`src/rtl/axi_r_stream_tap_if.sv`:
```
// axi_r_stream_tap_if: pass-through R channel plus monitor-stream signals of axi_r_stream_tap.
interface axi_r_stream_tap_if #(
  parameter int DATA_WIDTH = 128,
  parameter int ID_WIDTH   = 32,
  parameter int USER_WIDTH = 64
);
  logic                  ready;
  logic                  valid;
  logic                  in_progress;
  logic                  last;
  logic [DATA_WIDTH-1:0] data;
  logic [ID_WIDTH-1:0]   AXIM_rid;
  logic [DATA_WIDTH-1:0] AXIM_rdata;
  logic [1:0]            AXIM_rresp;
  logic                  AXIM_rlast;
  logic [USER_WIDTH-1:0] AXIM_ruser;
  logic                  AXIM_rvalid;
  logic                  AXIM_rready;
  logic [ID_WIDTH-1:0]   AXIS_rid;
  logic [DATA_WIDTH-1:0] AXIS_rdata;
  logic [1:0]            AXIS_rresp;
  logic                  AXIS_rlast;
  logic [USER_WIDTH-1:0] AXIS_ruser;
  logic                  AXIS_rvalid;
  logic                  AXIS_rready;
  modport master (
    input  ready, AXIM_rready, AXIS_rid, AXIS_rdata, AXIS_rresp, AXIS_rlast, AXIS_ruser, AXIS_rvalid,
    output valid, in_progress, last, data, AXIM_rid, AXIM_rdata, AXIM_rresp, AXIM_rlast, AXIM_ruser,
           AXIM_rvalid, AXIS_rready
  );
  modport slave (
    output ready, AXIM_rready, AXIS_rid, AXIS_rdata, AXIS_rresp, AXIS_rlast, AXIS_ruser, AXIS_rvalid,
    input  valid, in_progress, last, data, AXIM_rid, AXIM_rdata, AXIM_rresp, AXIM_rlast, AXIM_ruser,
           AXIM_rvalid, AXIS_rready
  );
endinterface

```
`src/rtl/axi_r_stream_tap.sv`:
```
// axi_r_stream_tap: transparent AXI R tap buffering beats into a FIFO and framing them as header/beats/trailer.
// Define AXI_R_TAP_USER_EN to also capture ruser and emit it as a beat between header and data.
module axi_r_stream_tap #(
  parameter int                           DATA_WIDTH        = 128,
  parameter int                           ID_WIDTH          = 32,
  parameter int                           USER_WIDTH        = 64,
  parameter int                           STREAM_TYPE_WIDTH = 3,
  parameter logic [STREAM_TYPE_WIDTH-1:0] STREAM_TYPE       = '0,
  parameter int                           FIFO_DEPTH        = 4,
  parameter int                           CNT_WIDTH         = 9
) (
  input logic                clk,
  input logic                reset,
  axi_r_stream_tap_if.master bus
);
  localparam int AW   = $clog2(FIFO_DEPTH);
  localparam int MAXW = ID_WIDTH > CNT_WIDTH ? ID_WIDTH : CNT_WIDTH;
  localparam logic [AW:0] DEPTH_L = FIFO_DEPTH[AW:0];
  localparam int TOP  = DATA_WIDTH - 1;
  localparam int RSP  = DATA_WIDTH - STREAM_TYPE_WIDTH - 1;

  if (DATA_WIDTH < STREAM_TYPE_WIDTH + 2 + MAXW || FIFO_DEPTH < 2 ||
      (FIFO_DEPTH & (FIFO_DEPTH - 1)) != 0 || USER_WIDTH < 1) begin : g_bad_params
    $error("axi_r_stream_tap: illegal parameter combination");
  end

  typedef struct packed {
    logic [ID_WIDTH-1:0]   rid;
    logic [DATA_WIDTH-1:0] rdata;
    logic [1:0]            rresp;
    logic                  rlast;
`ifdef AXI_R_TAP_USER_EN
    logic [USER_WIDTH-1:0] ruser;
`endif
  } entry_t;

  typedef enum logic [2:0] {
    IDLE,
    HDR,
`ifdef AXI_R_TAP_USER_EN
    USR,
`endif
    BEAT,
    TRL
  } state_t;

  state_t                state_q, state_d;
  entry_t                mem_q [FIFO_DEPTH];
  entry_t                mem_d [FIFO_DEPTH];
  entry_t                in_e, head;
  logic [AW-1:0]         wr_q, wr_d, rd_q, rd_d;
  logic [AW:0]           cnt_q, cnt_d;
  logic [CNT_WIDTH-1:0]  beats_q, beats_d;
  logic [1:0]            worst_q, worst_d;
  logic                  full, empty, push, pop;
  logic                  valid_o, last_o;
  logic [DATA_WIDTH-1:0] data_o;

  assign full  = cnt_q == DEPTH_L;
  assign empty = cnt_q == '0;
  assign head  = mem_q[rd_q];

  // Reset clears cnt_q asynchronously, so the gating below is already transparent while reset is high.
  assign bus.AXIM_rvalid = bus.AXIS_rvalid && (reset || !full);
  assign bus.AXIS_rready = bus.AXIM_rready && (reset || !full);
  assign bus.AXIM_rid    = bus.AXIS_rid;
  assign bus.AXIM_rdata  = bus.AXIS_rdata;
  assign bus.AXIM_rresp  = bus.AXIS_rresp;
  assign bus.AXIM_rlast  = bus.AXIS_rlast;
  assign bus.AXIM_ruser  = bus.AXIS_ruser;
  assign push = !reset && bus.AXIS_rvalid && bus.AXIS_rready;

  assign bus.valid       = valid_o;
  assign bus.last        = last_o;
  assign bus.data        = data_o;
  assign bus.in_progress = state_q != IDLE;

  always_comb begin
    in_e.rid   = bus.AXIS_rid;
    in_e.rdata = bus.AXIS_rdata;
    in_e.rresp = bus.AXIS_rresp;
    in_e.rlast = bus.AXIS_rlast;
`ifdef AXI_R_TAP_USER_EN
    in_e.ruser = bus.AXIS_ruser;
`endif
    mem_d = mem_q;
    if (push) mem_d[wr_q] = in_e;
  end

  always_comb begin
    state_d = state_q;
    beats_d = beats_q;
    worst_d = worst_q;
    pop     = 1'b0;
    valid_o = 1'b0;
    last_o  = 1'b0;
    data_o  = '0;
    case (state_q)
      IDLE: begin
        beats_d = '0;
        worst_d = '0;
        state_d = empty ? IDLE : HDR;
      end
      HDR: begin
        valid_o = 1'b1;
        data_o[TOP -: STREAM_TYPE_WIDTH] = STREAM_TYPE;
        data_o[ID_WIDTH-1:0] = head.rid;
`ifdef AXI_R_TAP_USER_EN
        state_d = bus.ready ? USR : HDR;
      end
      USR: begin
        valid_o = 1'b1;
        data_o  = DATA_WIDTH'(head.ruser);
`endif
        state_d = bus.ready ? BEAT : state_q;
      end
      BEAT: begin
        valid_o = !empty;
        if (!empty && !head.rresp[1]) data_o = head.rdata;
        if (!empty && head.rresp[1]) begin
          data_o[TOP -: STREAM_TYPE_WIDTH] = STREAM_TYPE;
          data_o[RSP -: 2] = head.rresp;
        end
        if (!empty && bus.ready) begin
          pop     = 1'b1;
          beats_d = &beats_q ? beats_q : beats_q + 1'b1;
          worst_d = head.rresp > worst_q ? head.rresp : worst_q;
          state_d = head.rlast ? TRL : BEAT;
        end
      end
      TRL: begin
        valid_o = 1'b1;
        last_o  = 1'b1;
        data_o[TOP -: STREAM_TYPE_WIDTH] = STREAM_TYPE;
        data_o[RSP -: 2] = worst_q;
        data_o[CNT_WIDTH-1:0] = beats_q;
        state_d = bus.ready ? IDLE : TRL;
      end
      default: state_d = IDLE;
    endcase
    wr_d  = wr_q + AW'(push);
    rd_d  = rd_q + AW'(pop);
    cnt_d = cnt_q + (AW+1)'(push) - (AW+1)'(pop);
  end

  always_ff @(posedge clk or posedge reset)
    if (reset) begin
      state_q <= IDLE;
      wr_q    <= '0;
      rd_q    <= '0;
      cnt_q   <= '0;
      beats_q <= '0;
      worst_q <= '0;
    end else begin
      state_q <= state_d;
      wr_q    <= wr_d;
      rd_q    <= rd_d;
      cnt_q   <= cnt_d;
      beats_q <= beats_d;
      worst_q <= worst_d;
    end

  always_ff @(posedge clk) mem_q <= mem_d;
endmodule
```
`src/flat_wrapper.sv`:
```
// flat-port wrapper written by rule: the top's interface ports become plain ports
module axi_r_stream_tap_flat 
#(
  parameter int                           DATA_WIDTH        = 128,
  parameter int                           ID_WIDTH          = 32,
  parameter int                           USER_WIDTH        = 64,
  parameter int                           STREAM_TYPE_WIDTH = 3,
  parameter logic [STREAM_TYPE_WIDTH-1:0] STREAM_TYPE       = '0,
  parameter int                           FIFO_DEPTH        = 4,
  parameter int                           CNT_WIDTH         = 9
)
  (clk, reset, bus_ready, bus_AXIM_rready, bus_AXIS_rid, bus_AXIS_rdata, bus_AXIS_rresp, bus_AXIS_rlast, bus_AXIS_ruser, bus_AXIS_rvalid, bus_valid, bus_in_progress, bus_last, bus_data, bus_AXIM_rid, bus_AXIM_rdata, bus_AXIM_rresp, bus_AXIM_rlast, bus_AXIM_ruser, bus_AXIM_rvalid, bus_AXIS_rready);
  axi_r_stream_tap_if #(.DATA_WIDTH(DATA_WIDTH), .ID_WIDTH(ID_WIDTH), .USER_WIDTH(USER_WIDTH)) bus_i ();
  input logic clk;
  input logic reset;
  input wire logic [$bits(bus_i.ready)-1:0] bus_ready;
  input wire logic [$bits(bus_i.AXIM_rready)-1:0] bus_AXIM_rready;
  input wire logic [$bits(bus_i.AXIS_rid)-1:0] bus_AXIS_rid;
  input wire logic [$bits(bus_i.AXIS_rdata)-1:0] bus_AXIS_rdata;
  input wire logic [$bits(bus_i.AXIS_rresp)-1:0] bus_AXIS_rresp;
  input wire logic [$bits(bus_i.AXIS_rlast)-1:0] bus_AXIS_rlast;
  input wire logic [$bits(bus_i.AXIS_ruser)-1:0] bus_AXIS_ruser;
  input wire logic [$bits(bus_i.AXIS_rvalid)-1:0] bus_AXIS_rvalid;
  output wire logic [$bits(bus_i.valid)-1:0] bus_valid;
  output wire logic [$bits(bus_i.in_progress)-1:0] bus_in_progress;
  output wire logic [$bits(bus_i.last)-1:0] bus_last;
  output wire logic [$bits(bus_i.data)-1:0] bus_data;
  output wire logic [$bits(bus_i.AXIM_rid)-1:0] bus_AXIM_rid;
  output wire logic [$bits(bus_i.AXIM_rdata)-1:0] bus_AXIM_rdata;
  output wire logic [$bits(bus_i.AXIM_rresp)-1:0] bus_AXIM_rresp;
  output wire logic [$bits(bus_i.AXIM_rlast)-1:0] bus_AXIM_rlast;
  output wire logic [$bits(bus_i.AXIM_ruser)-1:0] bus_AXIM_ruser;
  output wire logic [$bits(bus_i.AXIM_rvalid)-1:0] bus_AXIM_rvalid;
  output wire logic [$bits(bus_i.AXIS_rready)-1:0] bus_AXIS_rready;
  assign bus_i.ready = bus_ready;
  assign bus_i.AXIM_rready = bus_AXIM_rready;
  assign bus_i.AXIS_rid = bus_AXIS_rid;
  assign bus_i.AXIS_rdata = bus_AXIS_rdata;
  assign bus_i.AXIS_rresp = bus_AXIS_rresp;
  assign bus_i.AXIS_rlast = bus_AXIS_rlast;
  assign bus_i.AXIS_ruser = bus_AXIS_ruser;
  assign bus_i.AXIS_rvalid = bus_AXIS_rvalid;
  assign bus_valid = bus_i.valid;
  assign bus_in_progress = bus_i.in_progress;
  assign bus_last = bus_i.last;
  assign bus_data = bus_i.data;
  assign bus_AXIM_rid = bus_i.AXIM_rid;
  assign bus_AXIM_rdata = bus_i.AXIM_rdata;
  assign bus_AXIM_rresp = bus_i.AXIM_rresp;
  assign bus_AXIM_rlast = bus_i.AXIM_rlast;
  assign bus_AXIM_ruser = bus_i.AXIM_ruser;
  assign bus_AXIM_rvalid = bus_i.AXIM_rvalid;
  assign bus_AXIS_rready = bus_i.AXIS_rready;
  axi_r_stream_tap #(.DATA_WIDTH(DATA_WIDTH), .ID_WIDTH(ID_WIDTH), .USER_WIDTH(USER_WIDTH), .STREAM_TYPE_WIDTH(STREAM_TYPE_WIDTH), .STREAM_TYPE(STREAM_TYPE), .FIFO_DEPTH(FIFO_DEPTH), .CNT_WIDTH(CNT_WIDTH)) u_core (.clk(clk), .reset(reset), .bus(bus_i));
endmodule
```
`config.mk`:
```
export PLATFORM = sky130hd
export DESIGN_NAME = axi_r_stream_tap_flat
export DESIGN_NICKNAME = d
export VERILOG_FILES = /design/src/rtl/axi_r_stream_tap_if.sv /design/src/rtl/axi_r_stream_tap.sv /design/src/flat_wrapper.sv
export SDC_FILE = /design/constraint.sdc
export NUM_CORES = 1
export LEC_CHECK = 0
export BUFFER_PORTS_ARGS = -buffer_cell sky130_fd_sc_hd__buf_2
export CAP_MARGIN = 20
export CORE_AREA = 2 2 233 235
export DETAILED_ROUTE_END_ITERATION = 10
export DIE_AREA = 0 0 235 237
export PLACE_DENSITY = 0.76
export SETUP_SLACK_MARGIN = 0.1
export SLEW_MARGIN = 40
export SYNTH_ARGS = -nofsm -noshare
export SYNTH_HDL_FRONTEND = slang
export SYNTH_SLANG_ARGS = --single-unit
```
`constraint.sdc`:
```
create_clock -name clk -period 23.3 [get_ports clk]
set_input_delay 2.33 -clock clk [delete_from_list [all_inputs] [get_ports clk]]
set_output_delay 2.33 -clock clk [all_outputs]
set_load 0.02 [all_outputs]
```
### Yosys cells after proc, flatten, opt, wreduce, memory -nomap -nowiden

Cells that the tools add are included.

* reduce and logical (&&, ||, !) cells: 22
* mux-type cells: 29
* bitwise gates (word level): 2
* eq/ne operators: 8
* $add $sub $neg: 5
* magnitude comparators: 4

Operator list (count)
* 652-bit bitwise mux: 1
* 163-bit two-way mux: 3
* 163-bit binary-select mux with 2-bit select: 1
* 163-bit demux with 2-bit select: 1
* 128-bit two-way mux: 1
* 91-bit two-way mux: 1
* 23-bit case mux with 2 select lines: 1
* 9-bit case mux with 3 select lines: 1
* 9-bit two-way mux: 2
* 9-bit case mux with 2 select lines: 1
* 3-bit case mux with 4 select lines: 1
* 9-bit by 1-bit adder with 9-bit output, second input constant: 1
* 3-bit two-way mux: 3
* 9-bit AND reduction: 1
* 1-bit logical AND: 8
* 2-bit case mux with 2 select lines: 2
* 3-bit by 2-bit equality test with 1-bit output, second input constant: 2
* 3-bit greater-or-equal comparator, second input constant: 2
* 3-bit zero test: 2
* 2-bit two-way mux: 3
* 2-bit NOT with 3-bit output: 2
* 3-bit AND reduction: 2
* 1-bit two-way mux: 5
* 5-bit two-way mux: 1
* other kinds (16): 22

* output and inout port bits: 360
* logic and storage cells: 92
* input bits: 232
* register bits: 673

### Longest topological paths before layout

Gate-level depths: netlist of run 1.

* depth in word-level cells: 9
* depth in mapped cells: 11
* gate-level depth less buffers: 9

### Least setup slack after synthesis of run 1

Ideal clock, no wire load.

* path type: input to register
* start point: input reset
* end point: register u_core.mem_q[489] in the netlist's numbering (enable)
* data required time: 22.381 ns
* arrival: 14.983 ns
* setup time: 0.919 ns
* path buffers: 0
* stages on the path: 3
* setup slack: 7.398 ns
* path through: inv_1 and4_1 nor3b_1

* longest elaborated chain between the ends: 3
* elaborated cells between the ends (all ways): 5
* classes of those cells: 5 x reduce/logical

RTL lines
* from (decl): line flat_wrapper.sv:15 `input logic reset;`
* 1-bit zero test / 1-bit logical OR (equally long branches): line axi_r_stream_tap.sv:71, axi_r_stream_tap.sv:65
* 1-bit logical AND (on tied branches): line axi_r_stream_tap.sv:71, axi_r_stream_tap.sv:65
* 1-bit logical AND *: line axi_r_stream_tap.sv:71 `assign push = !reset && bus.AXIS_rvalid && bus.AXIS_rready;`
* to (signal assigned): line axi_r_stream_tap.sv:163 `always_ff @(posedge clk) mem_q <= mem_d;`
* to (decl): line axi_r_stream_tap.sv:48 `entry_t mem_q [FIFO_DEPTH];`

Mark *: on every way between the ends. The rest lies on a longest branch, timed or not.
A chain may end at the register's enable or synchronous reset.

### Final worst setup path of run 1

* start point: register u_core.rd_q[0]
* end point: output bus_data[28]

* longest elaborated chain between the ends: 8

RTL lines
* from (decl): line axi_r_stream_tap.sv:51 `logic [AW-1:0] wr_q, wr_d, rd_q, rd_d;`
* from (signal assigned): line axi_r_stream_tap.sv:157 `rd_q <= rd_d;`
* 2-bit NOT with 3-bit output (implied by the code) *: line axi_r_stream_tap.sv:61 `assign head = mem_q[rd_q];`
* 163-bit binary-select mux with 2-bit select *: line axi_r_stream_tap.sv:61
* 163-bit two-way mux (implied by the code) * (2 in a row): line axi_r_stream_tap.sv:61
* 1-bit zero test: line axi_r_stream_tap.sv:119 `if (!empty && !head.rresp[1]) data_o = head.rdata;`
* 1-bit logical AND: line axi_r_stream_tap.sv:119
* 128-bit two-way mux: line axi_r_stream_tap.sv:119
* 23-bit case mux with 2 select lines *: line axi_r_stream_tap.sv:98 `case (state_q)`
* to (decl): line flat_wrapper.sv:27 `output wire logic [$bits(bus_i.data)-1:0] bus_data;`

Mark *: on every way between the ends. The rest lies on a longest branch, timed or not. The select of a mux whose other input is x is not followed.

==> results of run 1 <==
## cell type report
cell class                 instances  area [um^2]  area share
sequential                       672        20100       0.644
multi-input combinational        420         5420       0.174
timing repair buffer             486         2590      0.0830
clock buffer                      81         1790      0.0574
tap                              696          871      0.0279
clock inverter                    43          398      0.0128
inverter                          10         37.5     0.00120
antenna                            3         7.51    0.000241
## through the flow
step / setup WS [ns] / hold slack [ns] / power [uW] / instance area [um^2] / util
6_report: 17.34 / 0.562 / 3470 / 31200 / 0.586
5_1_grt: 16.96 / 0.589 / 3620 / 31200 / 0.586
4_1_cts: 17.10 / 0.565 / 3510 / 31200 / 0.585
3_5_place_dp: 17.35 / 0.553 / 2440 / 29000 / 0.544
3_3_place_gp: 16.99 / 0.532 / 2420 / 28900 / 0.542
2_1_floorplan: 7.40 / 0.489 / 2200 / 27500 / -
## synth_stat cells, drive strengths merged, types with 6 or more instances
cell    count  area, um^2
a222oi      9        90.1
a22oi      24         180
and2       95         594
inv        10        37.5
dfrtp      20         500
buf       266        1960
nor2b      28         175
a21oi      10        50.1
nor2       20        82.6
o21ai       7        35.0
mux4      162        3650
ha         10         125
clkbuf     20        75.1
nand3       6        30.0
edfxtp    652       19600
nand2      10        37.5
## cells by family after synthesis
logic type / Yosys count
fa+ha+maj: 11
simple gates: 173
buf+inv: 296
flops: 672
xor+xnor: 6
compound gates: 64
mux: 166
## worst min path at each step
stage	start	slack [ns]	cells after the start	to
floorplan	u_core.wr_q[1]	0.49	1	u_core.wr_q[1]
global placement	u_core.wr_q[1]	0.53	1	u_core.wr_q[1]
detailed placement	u_core.cnt_q[2]	0.55	1	u_core.cnt_q[2]
CTS	u_core.cnt_q[2]	0.57	1	u_core.cnt_q[2]
global route	u_core.beats_q[8]	0.59	1	u_core.beats_q[8]
finish	u_core.worst_q[1]	0.56	2	u_core.worst_q[1]
## where the power goes
part | total (uW) | internal, uW | leakage (uW) | switching (uW)
clock | 1060 | 619 | 0.00107 | 442
combinational | 951 | 417 | 0.00388 | 533
sequential | 1450 | 1400 | 0.00614 | 49.5
## registers in the layout, indices dropped and copies added, names as in the netlist
signal,cells
u_core.mem_q,652
u_core.state_q,2
u_core.wr_q,2
u_core.beats_q,9
u_core.worst_q,2
u_core.rd_q,2
u_core.cnt_q,3
## metal layers
layer  global-route usage  wire (um)  up-vias  share of wire
li1                     -          -     5826              -
met1                0.262      22100     7088           0.37
met2                0.364      31300      528           0.52
met3               0.0444       3990      168          0.067
met4                0.101       2460        2          0.041
met5                    0         11        -        0.00018
## worst max-delay path: cells and delay by family, from the launching register on
kind / cells / cell delay [ns]
flip-flops: 1 / 0.73
AO/OA/AOI/OAI: 1 / 0.26
multiplexers: 1 / 0.59
buffers and inverters: 3 / 1.32
AND/OR/NAND/NOR: 1 / 0.07
==> qor.txt, run 1 <==
Status: finished clean
FF-to-FF path depth: 6
Worst setup EP type: primary output
Setup CP Type: register to primary output
Reg2reg setup slack: 20.07 ns
CTS Hold Buffers Added: 0
Post-DRT Antenna Nets: 0
Share of layout cells above drive strength 1: 0.446
Root Buffer Master: clkbuf_16
# H-tree levels: 3
Crit path time final: 5.96 ns
Layout fillers: 3811
Worst-Margin Slew: 0.796 ns
Number of DRC markers in iteration 0: 1001
Placer congestion estimate: 0.801
Worst r2r dst: u_core.mem_q[172]
Critical-path maximum fanout: 47
Largest stage delay, worst path: 0.73 ns
Die width: 235 um
Crit path cell chain: buf_6 -> buf_6 -> mux4_2 -> a22oi_1 -> nor2b_1 -> buf_2
IO Port Bufs: 463
Placed cells: 2283
Slew margin rel.: 0.469
Clock sink count: 672
Mux cell area share after synthesis: 0.134
Sequential area share after synthesis: 0.729
Starting Density: 0.517
Max-slew violation total from the final report: 0
First-pass GRT wire length: 88700 um
CTS-repair resized insts: 0
Synth Area in Compound Gates: 0.0173
MaxCap Viol Count: 0
Cell Rows: 85
CP Launch Type: register
Final hold viol count: 0
F_max: 0.168 GHz
Worst Clk Skew: 0.0236 ns
Ports: 592
P per Cell Area: 111 nW/um^2
TritonCTS clock tree: done
Simple-Gate Fraction of Synth Area: 0.0369
Total Nets Final: 1901
Critical-path top delay cell: dfrtp_4
Main combinational cell family by area after synthesis: multiplexers
Mapped cell area: 27500 um^2
Pleak: 0.0111 uW
Clock Path Buffers: 3
HPWL Detailed: 37500 um
Commonest non-fill, non-tap cell in the layout: edfxtp_1
Die Y-Extent: 237 um
P&R area growth vs syn: 13.3%
DRT Wirelength: 59900 um
Asr flop ratio synth: 0.0298
Grt total ovfl: 0
Max VDD drop: 0.0718 mV
Post CTS Setup Buffer Count: 0
Drt wl/cell: 24.8 um
Largest net degree at the start of global routing: 68
Syn Inst Count: 1388
Post-synthesis adder-cell area fraction: 0.00527
Worst Setup EP: bus_data[28]
Post-synth EDFFs: 652
Core Footprint: 53300 um^2
Ys flop type: edfxtp_1
Initial antenna violation count: 5
Hold WC Path Type: register to register
CP dominant cell by count: buf_6
Synth unique cells: 45
Final setup fails: 0
Clk_lat worst skew: 0.59 ns
First-pass DRT Iterations: 7
#FFs+latches synth: 672
Number of global-route vias before repair: 14.0k
DR vias: 13.6k
Worst r2r src: u_core.cnt_q[1]
Final critical-path share of the clock period: 0.256
Post-Synthesis Net Count: 1631
Arrival time worst endpoint: 3.63 ns
Worst Setup SP: u_core.rd_q[0]
Synth Warn #: 0
Gr usage total: 0.214
CTS Buf Count: 68
Most frequent cells in the layout: edfxtp_1 (652), buf_2 (463), mux4_2 (162)
Data required time of the worst path: 20.97 ns
DR vias/cell: 5.65
Post-Route Setup TNS: 0 ns
Clock transition at the registers of the reported paths: 0.06 ns
RSZ-0062 raised after global routing: no
Post-Synth XOR/XNOR Area: 0.00191
Syn avg cell area: 19.8 um^2
Non-filler instance count after layout: 2411
Post-route DRC: 0
Die area: 55700 um^2
Note: power is estimated with default switching activity, not from simulation.
==> run 2: changes to the inputs <==
- ABC_AREA: unset -> 1
- CORE_AREA: 2 2 233 235 -> unset
- CORE_UTILIZATION: unset -> 55
- DIE_AREA: 0 0 235 237 -> unset
- PLACE_DENSITY: 0.76 -> 0.8
- clock period: 23.3 -> 5.65 ns (I/O delays scaled with it)
==> run 2 against run 1 <==
Net effect: register-to-register slack worse by 18 ns; worst hold slack worse by 0.37 ns; combinational power grew to 5.4 times the previous value; wire length is 22% higher; critical path type unchanged; largest power group unchanged; flip-flop and latch count stayed put; global-route usage is 5.4 points higher; sequential share of layout area is 2.2 points lower; critical endpoint is now bus_data[65]; die area is 4.4% lower; largest cell class unchanged.
==> qor.txt, run 2 <==
Syn avg cell area: 11.4 um^2
Biggest regs: u_core.mem_q: 652 flops, u_core.beats_q: 9 flops, u_core.cnt_q: 3 flops
Clock sink count: 672
Commonest non-fill, non-tap cell in the layout: edfxtp_1
Final core occ: 0.627
DR vias/cell: 5.63
Post-route DRC: 0
Biggest register: u_core.mem_q
Max-slew violation total from the final report: 0
Worst r2r dst: u_core.worst_q[0]
Slew margin rel.: 0.428
Final hold viol count: 0
Initial antenna violation count: 6
First-pass GRT wire length: 107000 um
Hold path startpoint: bus_AXIS_rdata[19]
Number of global-route vias before repair: 18.4k
Final worst setup slack: 1.02 ns
DP Area: 30000 um^2
Final critical-path share of the clock period: 0.819
DR vias: 19.5k
Hold WC Path Type: input pin to register
Post-DRT Antenna Nets: 0
Worst-Margin Slew: 0.858 ns
Critical-path maximum fanout: 106
Post-Synthesis Net Count: 2770
Largest net degree at the start of global routing: 148
Worst r2r src: u_core.rd_q[0]
Max VDD drop: 0.430 mV
Die width: 231 um
Sequential area share after synthesis: 0.698
IO Port Bufs: 463
Worst Clk Skew: 0.0136 ns
Pre-CTS WS: 1.56 ns
# H-tree levels: 3
DRT Wirelength: 73100 um
#FFs+latches synth: 672
Core Footprint: 51500 um^2
Worst setup EP type: primary output
P&R area growth vs syn: 12.3%
Clock Path Buffers: 3
Worst hold endpoint: u_core.mem_q[348]
First-pass DRT Iterations: 6
Syn Inst Count: 2527
Final setup fails: 0
Pleak: 0.0126 uW
CTS-repair resized insts: 0
Synth unique cells: 26
TritonCTS clock tree: done
Drt wl/cell: 21.1 um
CTS Hold Buffers Added: 1
Post-synth EDFFs: 652
Data required time of the worst path: 5.09 ns
Most frequent cells in the layout: edfxtp_1 (652), nor2_1 (483), buf_2 (463)
Post-synth top area share: 0.680
M1 WL: 26600 um
Mapped cell area: 28800 um^2
Gr usage total: 0.267
Synth Warn #: 0
Top sig layer: met5
HPWL Detailed: 44600 um
Ys flop type: edfxtp_1
CP Launch Type: register
Metal2 WL: 36300 um
Arrival time worst endpoint: 4.06 ns
Die Y-Extent: 231 um
MaxCap Viol Count: 0
FF-to-FF path depth: 15
RSZ-0062 raised after global routing: no
Die area: 53300 um^2
Grt total ovfl: 0
CTS Buf Count: 69
Status: finished clean
Asr flop ratio synth: 0.0298
F_max: 0.216 GHz
Clk_lat worst skew: 0.60 ns
Share of layout cells above drive strength 1: 0.216
Hold depth: 1
Setup CP Type: register to primary output
Largest cells by area after synthesis: edfxtp_1 (68%), nor2_1 (6.3%), buf_4 (6.1%), nand2_1 (5.6%), o21ai_0 (4.3%)
Routed wl met3: 6880 um
Number of DRC markers in iteration 0: 2298
Max reg flops: 652
P per Cell Area: 484 nW/um^2
Crit path time final: 4.63 ns
Cell with the most instances after synthesis: edfxtp_1
Design area: 32300 um^2
Clock transition at the registers of the reported paths: 0.06 ns
Starting Density: 0.559
Cell Rows: 83
Total Nets Final: 2973
Commonest cells post-synth: edfxtp_1 (652), nor2_1 (483), nand2_1 (429)
Ports: 592
Post CTS Setup Buffer Count: 0
Placer congestion estimate: 0.859
Root Buffer Master: clkbuf_16
Reg2reg setup slack: 2.17 ns
Yosys top cell by area: edfxtp_1
==> run 2: how the worst max path moves through the flow <==
stage	from	to	cells past startpoint
after floorplan	reset	u_core.mem_q[163]	4
after global placement	u_core.rd_q[0]	bus_data[62]	8
after detailed placement	u_core.rd_q[0]	bus_data[97]	9
after CTS	u_core.rd_q[0]	bus_data[65]	9
after global routing	u_core.rd_q[0]	bus_data[65]	9
final	u_core.rd_q[0]	bus_data[65]	9
==> run 2: where the power goes <==
group	leakage, uW	switching (uW)	total (uW)	internal, uW
Sequential	0.00614	210	6000	5790
Combinational	0.00533	3780	5160	1370
Clock	0.00109	1850	4470	2620
Total	0.0126	5850	15600	9780
==> run 2: final cells by class <==
| type | instances | area, um^2 |
|---|---|---|
| diodes | 5 | 12.5 |
| fillers | 3807 | 19200 |
| flip-flops and latches | 672 | 20100 |
| multi-input cells | 1412 | 6110 |
| well taps | 680 | 851 |
| inverters | 81 | 320 |
| clock buffers | 87 | 1900 |
| repair buffers | 494 | 2710 |
| clock inverters | 36 | 320 |
==> run 2: stage by stage <==
stage | total power (uW) | instances | hold WS, ns | TNS (ns)
final | 15600 | 3467 | 0.188 | 0
after CTS | 15600 | 3461 | 0.159 | 0
after detailed placement | 11200 | 3337 | 0.483 | 0
after floorplan | 9670 | 2527 | 0.426 | -168.56
after global routing | 16400 | 3466 | 0.176 | 0
after global placement | 11000 | 3334 | 0.454 | 0
==> run 2: critical path: stages, from the launching register on <==
cell,delay (ns)
dfrtp_4,0.88
buf_12,0.41
buf_16,0.37
nand2_1,0.11
nand3_1,0.11
nand2_2,0.08
nand2_4,0.49
buf_4,0.56
a21oi_1,0.12
buf_2,0.19
==> run 2: kinds of logic after synthesis <==
| family | Yosys count | share of synthesized area |
|---|---|---|
| buffers and inverters | 443 | 0.0919 |
| flip-flops | 672 | 0.698 |
| XOR/XNOR | 8 | 0.00243 |
| AND/OR/NAND/NOR | 1017 | 0.138 |
| adder cells (fa/ha/maj) | 11 | 0.00504 |
| AO/OA/AOI/OAI | 376 | 0.0655 |
==> run 2: layer usage <==
| metal | track usage | vias up |
|---|---|---|
| met5 | 0 | - |
| li1 | - | 8798 |
| met2 | 0.442 | 1150 |
| met3 | 0.0526 | 200 |
| met4 | 0.138 | 2 |
| met1 | 0.335 | 9370 |
